### src/rtl/pipe_stage_reg_pkg.sv
// Shared pipeline definitions: control-bundle field layout, bubble encoding
// and default bundle widths for each inter-stage boundary.
package pipe_stage_reg_pkg;

    localparam int CTRL_REGWRITE = 0;
    localparam int CTRL_MEMTOREG = 1;
    localparam int CTRL_LINK     = 2;
    localparam int CTRL_HALT     = 3;
    localparam int CTRL_WREG_LSB = 4;
    localparam int CTRL_WREG_W   = 3;
    localparam int CTRL_MEMWRITE = 7;

    localparam int PIPE_DATA_W = 48;
    localparam int PIPE_CTRL_W = 8;

    // A bubble clears every side-effect bit (RegWrite, MemWrite, Halt).
    localparam logic [PIPE_CTRL_W-1:0] PIPE_CTRL_NOP = 8'h00;

    typedef enum logic [1:0] {
        BND_IF_ID,
        BND_ID_EX,
        BND_EX_MEM,
        BND_MEM_WB
    } stage_bnd_e;

    // IF/ID only carries instruction + PC+2; later boundaries pack three words.
    function automatic int data_w_for(stage_bnd_e bnd);
        return (bnd == BND_IF_ID) ? 32 : PIPE_DATA_W;
    endfunction

endpackage

### src/rtl/pipe_stage_reg_if.sv
// Handshake bundle seen by one pipeline stage register: upstream valid/ready
// with data+ctrl, downstream valid/ready with data+ctrl, and fill level.
interface pipe_stage_reg_if
    import pipe_stage_reg_pkg::*;
#(
    parameter int DATA_W = PIPE_DATA_W,
    parameter int CTRL_W = PIPE_CTRL_W
);
    logic              in_valid;
    logic              in_ready;
    logic [DATA_W-1:0] in_data;
    logic [CTRL_W-1:0] in_ctrl;
    logic              out_valid;
    logic              out_ready;
    logic [DATA_W-1:0] out_data;
    logic [CTRL_W-1:0] out_ctrl;
    logic [1:0]        occupancy;

    modport master (
        output in_valid, in_data, in_ctrl, out_ready,
        input  in_ready, out_valid, out_data, out_ctrl, occupancy
    );

    modport slave (
        input  in_valid, in_data, in_ctrl, out_ready,
        output in_ready, out_valid, out_data, out_ctrl, occupancy
    );
endinterface

### src/rtl/pipe_stage_reg_entry.sv
// One held pipeline entry: data + ctrl + valid, with clear taking priority
// over load. A cleared entry parks its ctrl at the bubble value.
module pipe_entry
    import pipe_stage_reg_pkg::*;
#(
    parameter int                DATA_W   = PIPE_DATA_W,
    parameter int                CTRL_W   = PIPE_CTRL_W,
    parameter logic [CTRL_W-1:0] CTRL_NOP = CTRL_W'(PIPE_CTRL_NOP)
) (
    input  logic              clk,
    input  logic              rst,
    input  logic              load_i,
    input  logic              clear_i,
    input  logic [DATA_W-1:0] data_i,
    input  logic [CTRL_W-1:0] ctrl_i,
    output logic              valid_o,
    output logic [DATA_W-1:0] data_o,
    output logic [CTRL_W-1:0] ctrl_o
);
    logic              valid_q, valid_d;
    logic [DATA_W-1:0] data_q, data_d;
    logic [CTRL_W-1:0] ctrl_q, ctrl_d;

    always_comb begin
        valid_d = valid_q;
        data_d  = data_q;
        ctrl_d  = ctrl_q;
        if (clear_i) begin
            valid_d = 1'b0;
            ctrl_d  = CTRL_NOP;
        end else if (load_i) begin
            valid_d = 1'b1;
            data_d  = data_i;
            ctrl_d  = ctrl_i;
        end
    end

    always_ff @(posedge clk) begin
        if (rst) begin
            valid_q <= 1'b0;
            data_q  <= '0;
            ctrl_q  <= CTRL_NOP;
        end else begin
            valid_q <= valid_d;
            data_q  <= data_d;
            ctrl_q  <= ctrl_d;
        end
    end

    assign valid_o = valid_q;
    assign data_o  = data_q;
    assign ctrl_o  = ctrl_q;
endmodule

### src/rtl/pipe_stage_reg.sv
// Stall-able, flushable pipeline stage register. SKID=1 adds a second entry so
// in_ready comes straight from a flop; SKID=0 is the classic single register.
module pipe_stage_reg
    import pipe_stage_reg_pkg::*;
#(
    parameter int                DATA_W   = PIPE_DATA_W,
    parameter int                CTRL_W   = PIPE_CTRL_W,
    parameter logic [CTRL_W-1:0] CTRL_NOP = CTRL_W'(PIPE_CTRL_NOP),
    parameter int                SKID     = 1
) (
    input  logic             clk,
    input  logic             rst,
    input  logic             flush,
    pipe_stage_reg_if.slave  bus
);
    logic              main_v, skid_v;
    logic [DATA_W-1:0] main_data, main_data_d;
    logic [CTRL_W-1:0] main_ctrl, main_ctrl_d;
    logic              main_load, main_clear;
    logic              in_ready_w, accept, emit;

    assign emit   = main_v & bus.out_ready;
    assign accept = bus.in_valid & in_ready_w;

    pipe_entry #(.DATA_W(DATA_W), .CTRL_W(CTRL_W), .CTRL_NOP(CTRL_NOP)) u_main (
        .clk     (clk),
        .rst     (rst),
        .load_i  (main_load),
        .clear_i (main_clear),
        .data_i  (main_data_d),
        .ctrl_i  (main_ctrl_d),
        .valid_o (main_v),
        .data_o  (main_data),
        .ctrl_o  (main_ctrl)
    );

    generate
        if (SKID != 0) begin : g_skid
            logic              skid_load, skid_clear;
            logic [DATA_W-1:0] skid_data;
            logic [CTRL_W-1:0] skid_ctrl;

            pipe_entry #(.DATA_W(DATA_W), .CTRL_W(CTRL_W), .CTRL_NOP(CTRL_NOP)) u_skid (
                .clk     (clk),
                .rst     (rst),
                .load_i  (skid_load),
                .clear_i (skid_clear),
                .data_i  (bus.in_data),
                .ctrl_i  (bus.in_ctrl),
                .valid_o (skid_v),
                .data_o  (skid_data),
                .ctrl_o  (skid_ctrl)
            );

            // While the skid entry is occupied in_ready is low, so main refills
            // from skid on emit and never from the input in that case.
            assign in_ready_w  = ~skid_v;
            assign skid_load   = ~flush & accept & main_v & ~emit;
            assign skid_clear  = flush | (skid_v & emit);
            assign main_load   = ~flush & ((skid_v & emit) | (accept & (~main_v | emit)));
            assign main_clear  = flush | (emit & ~skid_v & ~accept);
            assign main_data_d = skid_v ? skid_data : bus.in_data;
            assign main_ctrl_d = skid_v ? skid_ctrl : bus.in_ctrl;
        end else begin : g_single
            assign skid_v      = 1'b0;
            assign in_ready_w  = bus.out_ready | ~main_v;
            assign main_load   = ~flush & accept;
            assign main_clear  = flush | (emit & ~accept);
            assign main_data_d = bus.in_data;
            assign main_ctrl_d = bus.in_ctrl;
        end
    endgenerate

    assign bus.in_ready  = in_ready_w;
    assign bus.out_valid = main_v;
    assign bus.out_data  = main_data;
    assign bus.out_ctrl  = main_v ? main_ctrl : CTRL_NOP;
    assign bus.occupancy = {main_v & skid_v, main_v ^ skid_v};
endmodule
### src/flat_wrapper.sv
// flat-port wrapper written by rule: the top's interface ports become plain ports
module pipe_stage_reg_flat import pipe_stage_reg_pkg::*;
#(
    parameter int                DATA_W   = PIPE_DATA_W,
    parameter int                CTRL_W   = PIPE_CTRL_W,
    parameter logic [CTRL_W-1:0] CTRL_NOP = CTRL_W'(PIPE_CTRL_NOP),
    parameter int                SKID     = 1
)
  (clk, rst, flush, bus_in_valid, bus_in_data, bus_in_ctrl, bus_out_ready, bus_in_ready, bus_out_valid, bus_out_data, bus_out_ctrl, bus_occupancy);
  pipe_stage_reg_if #(.DATA_W(DATA_W), .CTRL_W(CTRL_W)) bus_i ();
  input  logic clk;
  input  logic rst;
  input  logic flush;
  input wire logic [$bits(bus_i.in_valid)-1:0] bus_in_valid;
  input wire logic [$bits(bus_i.in_data)-1:0] bus_in_data;
  input wire logic [$bits(bus_i.in_ctrl)-1:0] bus_in_ctrl;
  input wire logic [$bits(bus_i.out_ready)-1:0] bus_out_ready;
  output wire logic [$bits(bus_i.in_ready)-1:0] bus_in_ready;
  output wire logic [$bits(bus_i.out_valid)-1:0] bus_out_valid;
  output wire logic [$bits(bus_i.out_data)-1:0] bus_out_data;
  output wire logic [$bits(bus_i.out_ctrl)-1:0] bus_out_ctrl;
  output wire logic [$bits(bus_i.occupancy)-1:0] bus_occupancy;
  assign bus_i.in_valid = bus_in_valid;
  assign bus_i.in_data = bus_in_data;
  assign bus_i.in_ctrl = bus_in_ctrl;
  assign bus_i.out_ready = bus_out_ready;
  assign bus_in_ready = bus_i.in_ready;
  assign bus_out_valid = bus_i.out_valid;
  assign bus_out_data = bus_i.out_data;
  assign bus_out_ctrl = bus_i.out_ctrl;
  assign bus_occupancy = bus_i.occupancy;
  pipe_stage_reg #(.DATA_W(DATA_W), .CTRL_W(CTRL_W), .CTRL_NOP(CTRL_NOP), .SKID(SKID)) u_core (.clk(clk), .rst(rst), .flush(flush), .bus(bus_i));
endmodule
### config.mk
export PLATFORM = sky130hd
export DESIGN_NAME = pipe_stage_reg_flat
export DESIGN_NICKNAME = d
export VERILOG_FILES = /design/src/rtl/pipe_stage_reg_pkg.sv /design/src/rtl/pipe_stage_reg_if.sv /design/src/rtl/pipe_stage_reg_entry.sv /design/src/rtl/pipe_stage_reg.sv /design/src/flat_wrapper.sv
export SDC_FILE = /design/constraint.sdc
export NUM_CORES = 1
export LEC_CHECK = 0
export CORE_MARGIN = 2
export CORE_UTILIZATION = 25
export DETAILED_ROUTE_END_ITERATION = 8
export SETUP_SLACK_MARGIN = 0.2
export SLEW_MARGIN = 0
export SYNTH_ARGS = -nofsm -noshare
export SYNTH_HDL_FRONTEND = slang
export SYNTH_SLANG_ARGS = --single-unit
### constraint.sdc
create_clock -name clk -period 4.4 [get_ports clk]
set_input_delay 0.88 -clock clk [delete_from_list [all_inputs] [get_ports clk]]
set_output_delay 0.88 -clock clk [all_outputs]
set_load 0.02 [all_outputs]
[After elaboration in Yosys (flattened, before gate mapping)]
Cells that the tools add are included.
Cells by class
  bitwise logic cells: 23
  mux-type cells: 3
  reduce and logical (&&, ||, !) cells: 4
Operators by type and width (count)
  $mux 48: 1
  $mux 8: 2
  $and 1x1->1: 11
  $not 1->1: 7
  $or 1x1->1: 4
  $reduce_and 2->1: 2
  $reduce_or 2->1: 2
  $xor 1x1->1: 1
Storage, ports and cells
  register bits after elaboration: 114
  word-level logic and storage cells: 36
  input port bits: 61

[Longest topological paths before layout]
  word-level depth: 7
  gate-level depth with buffers: 6

[Cells and area by module]
A second synthesis with hierarchy kept.
Unflattened totals
  cells, all modules: 578
  area total of the unflattened synthesis: 5863.1 µm²
By module, submodules not included
  pipe_entry: cells an instance 248, area an instance 2527.4 µm², times used 2
  pipe_stage_reg: cells an instance 82, area an instance 808.3 µm², times used 1

[Worst setup path after synthesis]
No wires, ideal clock.
  kind: reg-to-output
  start: reg u_core.u_main.valid_q, in the netlist u_core.u_main.valid_o
  end: out bus_out_ctrl[0]
  slack: 2.484 ns
  arrival: 1.036 ns
  stages on the path, launching flop included: 3
  buffers on the path: 1
  required time: 3.520 ns
  cell sequence: dfxtp_1 clkbuf_1 and2_1
Between the ends
  cells in the longest elaborated chain, start to end: 1
RTL lines
  start, declared: RTL line pipe_stage_reg_entry.sv:20  | logic valid_q, valid_d;
  start signal, assigned: RTL line pipe_stage_reg_entry.sv:44  | valid_q <= valid_d;
  $mux 8: RTL line pipe_stage_reg.sv:77  | assign bus.out_ctrl = main_v ? main_ctrl : CTRL_NOP;
  end, declared: RTL line flat_wrapper.sv:21  | output wire logic [$bits(bus_i.out_ctrl)-1:0] bus_out_ctrl;
Every way passes these cells.

[Worst setup path in the final report]
  start: reg u_core.u_main.valid_q, in the netlist u_core.u_main.valid_o
  end: out bus_occupancy[0]
Between the ends
  cells in the longest elaborated chain, start to end: 1
RTL lines
  $xor 1x1->1: RTL line pipe_stage_reg.sv:78  | assign bus.occupancy = {main_v & skid_v, main_v ^ skid_v};
  end, declared: RTL line flat_wrapper.sv:22  | output wire logic [$bits(bus_i.occupancy)-1:0] bus_occupancy;
Every way passes these cells.

==> results.yml <==
cts:
  cts_root_buf: "clkbuf_16"
  cts_sinks: 114
  ctsResizeCount: 0
  cts.clk_slew.worst_paths_ns: 0.05
  cts_tree: "done"
  ctsHoldBuffers: 0
  cts_setup_buffers: 0
  numCtsBuffers: 17
  htree_levels: 4
  clock_path_buffers: 2
  insertion_delay_ns: 0.41
logic_synthesis:
  synth-xor-area-share_pct: 0
  avgSynthCellArea_um2: 8.775
  synth_cell_types: 28
  async_flop_share_pct: 0
  synth_mux_area_share_pct: 12.14
  synthAdderAreaFrac_pct: 0.2330
  synth_flop_cell: "dfxtp_1"
  synth_top_family_by_area: "simple AND/OR/NAND/NOR gates"
  synth_nets: 674
  synth_seq_cells: 114
  ys.warnings.count: 0
  synth_compound_area_share_pct: 17.52
  yosysSeqAreaShare_pct: 42.50
  synth_edf_count: 0
  synth-simple-area-share_pct: 19.52
  syn_inst: 612
  netlist_area_um2: 5370
critical_path:
  critPathBufInv: 1
  rr_startpoint: "u_core.u_main.valid_o$_SDFFE_PP0P_"
  slowest_delay_ns: 0.82
  reg2reg_slack_ns: 1.99
  cp-startpoint: "u_core.u_main.valid_o$_SDFFE_PP0P_"
  arrival_ns: 2.12
  r2r_end: "u_core.u_main.data_o[29]$_SDFFE_PP0P_"
  crit_end: "bus_occupancy[0]"
  endpoint_kind: "primary output"
  worstSetupPathDepth: 2
  cp.required_ns: 3.52
  cp_max_fo: 19
  path_cells: "ha_1 > clkdlybuf4s50_1"
  startpoint_type: "register"
  r2r_cells: 4
  cpLargestDelayFamily: "flip-flops"
  crit_slowest_cell: "dfxtp_1"
  worstSetupPathType: "register to primary output"
routing:
  drt_pass1_iterations: 4
  viasPerCell: 5.225
  wl_per_cell_um: 17.67
  detail_route.iter0.violations: 376
  final_antenna_net_count: 0
  wl_um: 17110
  vias: 5058
  drc: 0
global_routing:
  antenna_found_initial: 0
  track_usage_pct: 15.32
  grt_pass1_wl_um: 27330
  grt_max_degree: 89
  grt_pass1_vias: 5008
  grt_overflow: 0
finish:
  seqCellArea_um2: 2286
  final_cell_mix: "clkdlybuf4s50_1, dfxtp_1, a21oi_1"
  drive_gt1_share_pct: 12.12
  multiInputGateArea_um2: 2693
  area.growth.synth_to_final_pct: 35.58
  antenna_cells: 0
  fill_cells: 2148
  mostFrequentLayoutCell: "clkdlybuf4s50_1"
  fin_util_pct: 34.63
  final_cells: 968
  nets: 742
die:
  die-area_um2: 22670
  start_util_pct: 25.55
  num_rows: 53
  die_h_um: 150.6
  die_w_um: 150.6
  ioPinCount: 121
  core-area_um2: 21020
sta:
  setup_tns_ns: 0
  setup_viol: 0
  tightest_slew_ns: 0.9397
  fmax_ghz: 0.3338
  finClkSkew_ns: 0.005775
  finalHoldViolations: 0
  finalCritPeriodShare_pct: 68.08
  drv_slew: 0
  min_period_ns: 2.996
  rsz0062_at_grt: "no"
  slew_headroom_pct: 36.01
power:
  power_mw: 2.961
  p_per_area_nw_per_um2: 406.7
  ir_drop_mv: 0.2439
  p_leak_nw: 2.292
placement:
  dp_cells: 936
  place_congestion: 0.6967
  io_buffers: 120
  dp_hpwl_um: 10020
run_status:
  status: "completed"
hold_path:
  min_path_cells: 2
  hold_path_class: "register to register"
  worstHoldStart: "u_core.g_skid.u_skid.data_o[27]$_SDFFE_PP0P_"
flow_run:
  cap_violations: 0
-- worst reg2reg max path, delay by kind of cell (launching register included) --
| kind | cells | cell delay [ns] |
|---|---|---|
| buf+inv | 1 | 0.50 |
| flops | 1 | 0.82 |
| simple gates | 3 | 1.02 |
-- logic make-up after synthesis --
family | count (synthesis)
fa+ha+maj | 1
simple gates | 183
flops | 114
mux | 58
buf+inv | 84
compound gates | 172
-- sequential cells by signal (all words and copies together) (netlist names) --
signal,cells
u_core.g_skid.u_skid.ctrl_o,8
u_core.g_skid.u_skid.data_o,48
u_core.g_skid.u_skid.valid_o,1
u_core.u_main.ctrl_o,8
u_core.u_main.data_o,48
u_core.u_main.valid_o,1
-- where the power goes --
group,total (mW),switching [mW],internal [mW]
sequential,1.09,0.0237,1.07
combinational,0.352,0.189,0.163
clock,1.52,0.485,1.03
total,2.96,0.698,2.26
-- metal layers --
| layer | wire, µm | GRT usage [%] | vias to the layer above | part of all wire (%) |
|---|---|---|---|---|
| li1 | - | - | 2452 | - |
| met1 | 8089 | 20.55 | 2449 | 47 |
| met2 | 7689 | 23.68 | 146 | 45 |
| met3 | 1225 | 5.424 | 11 | 7.2 |
| met4 | 103 | 3.302 | 0 | 0.60 |
| met5 | 0 | 0 | - | 0 |
-- metrics by stage --
stage                     hold slack [ns]  setup slack, ns  area (µm²)
final                              0.4754            1.404        7281
after global routing               0.4903            1.276        7281
after CTS                          0.4762            1.369        7281
after detailed placement           0.4684            1.381        6636
after global placement             0.4619            1.436        6636
after floorplan                    0.4553            2.484        5370
-- worst min path at each step --
stage	to	slack, ns
3_3_place_gp	u_core.g_skid.u_skid.data_o[43]$_SDFFE_PP0P_	0.46
2_1_floorplan	u_core.g_skid.u_skid.ctrl_o[5]$_SDFFE_PP0P_	0.46
6_report	u_core.g_skid.u_skid.data_o[27]$_SDFFE_PP0P_	0.48
4_1_cts	u_core.g_skid.u_skid.data_o[45]$_SDFFE_PP0P_	0.48
3_5_place_dp	u_core.g_skid.u_skid.data_o[45]$_SDFFE_PP0P_	0.47
5_1_grt	u_core.g_skid.u_skid.data_o[14]$_SDFFE_PP0P_	0.49
-- area by class of cell --
type                            instances  area share [%]
Clock buffer                           22           6.376
Clock inverter                         10           2.475
Inverter                                2          0.1375
Multi-Input combinational cell        414           36.98
Sequential cell                       114           31.40
Tap cell                              275           4.726
Timing Repair Buffer                  131           17.91
-- cell usage after synthesis (2+ instances only) --
cell	instances	area, µm²
o21ai_1	56	280.3
nor2_1	2	7.510
and2_1	8	50.05
buf_2	32	160.2
a21oi_1	58	290.3
clkbuf_1	33	123.9
nor3_2	8	80.08
nor3_1	48	240.2
buf_6	6	67.56
buf_4	6	45.04
nor4_1	56	350.3
dfxtp_1	114	2282
a311o_1	2	20.02
nand3_1	56	280.3
a31oi_1	56	350.3
buf_1	4	15.01
mux2_1	30	337.8
mux2_2	27	304.0
(Power assumes the default switching activity.)
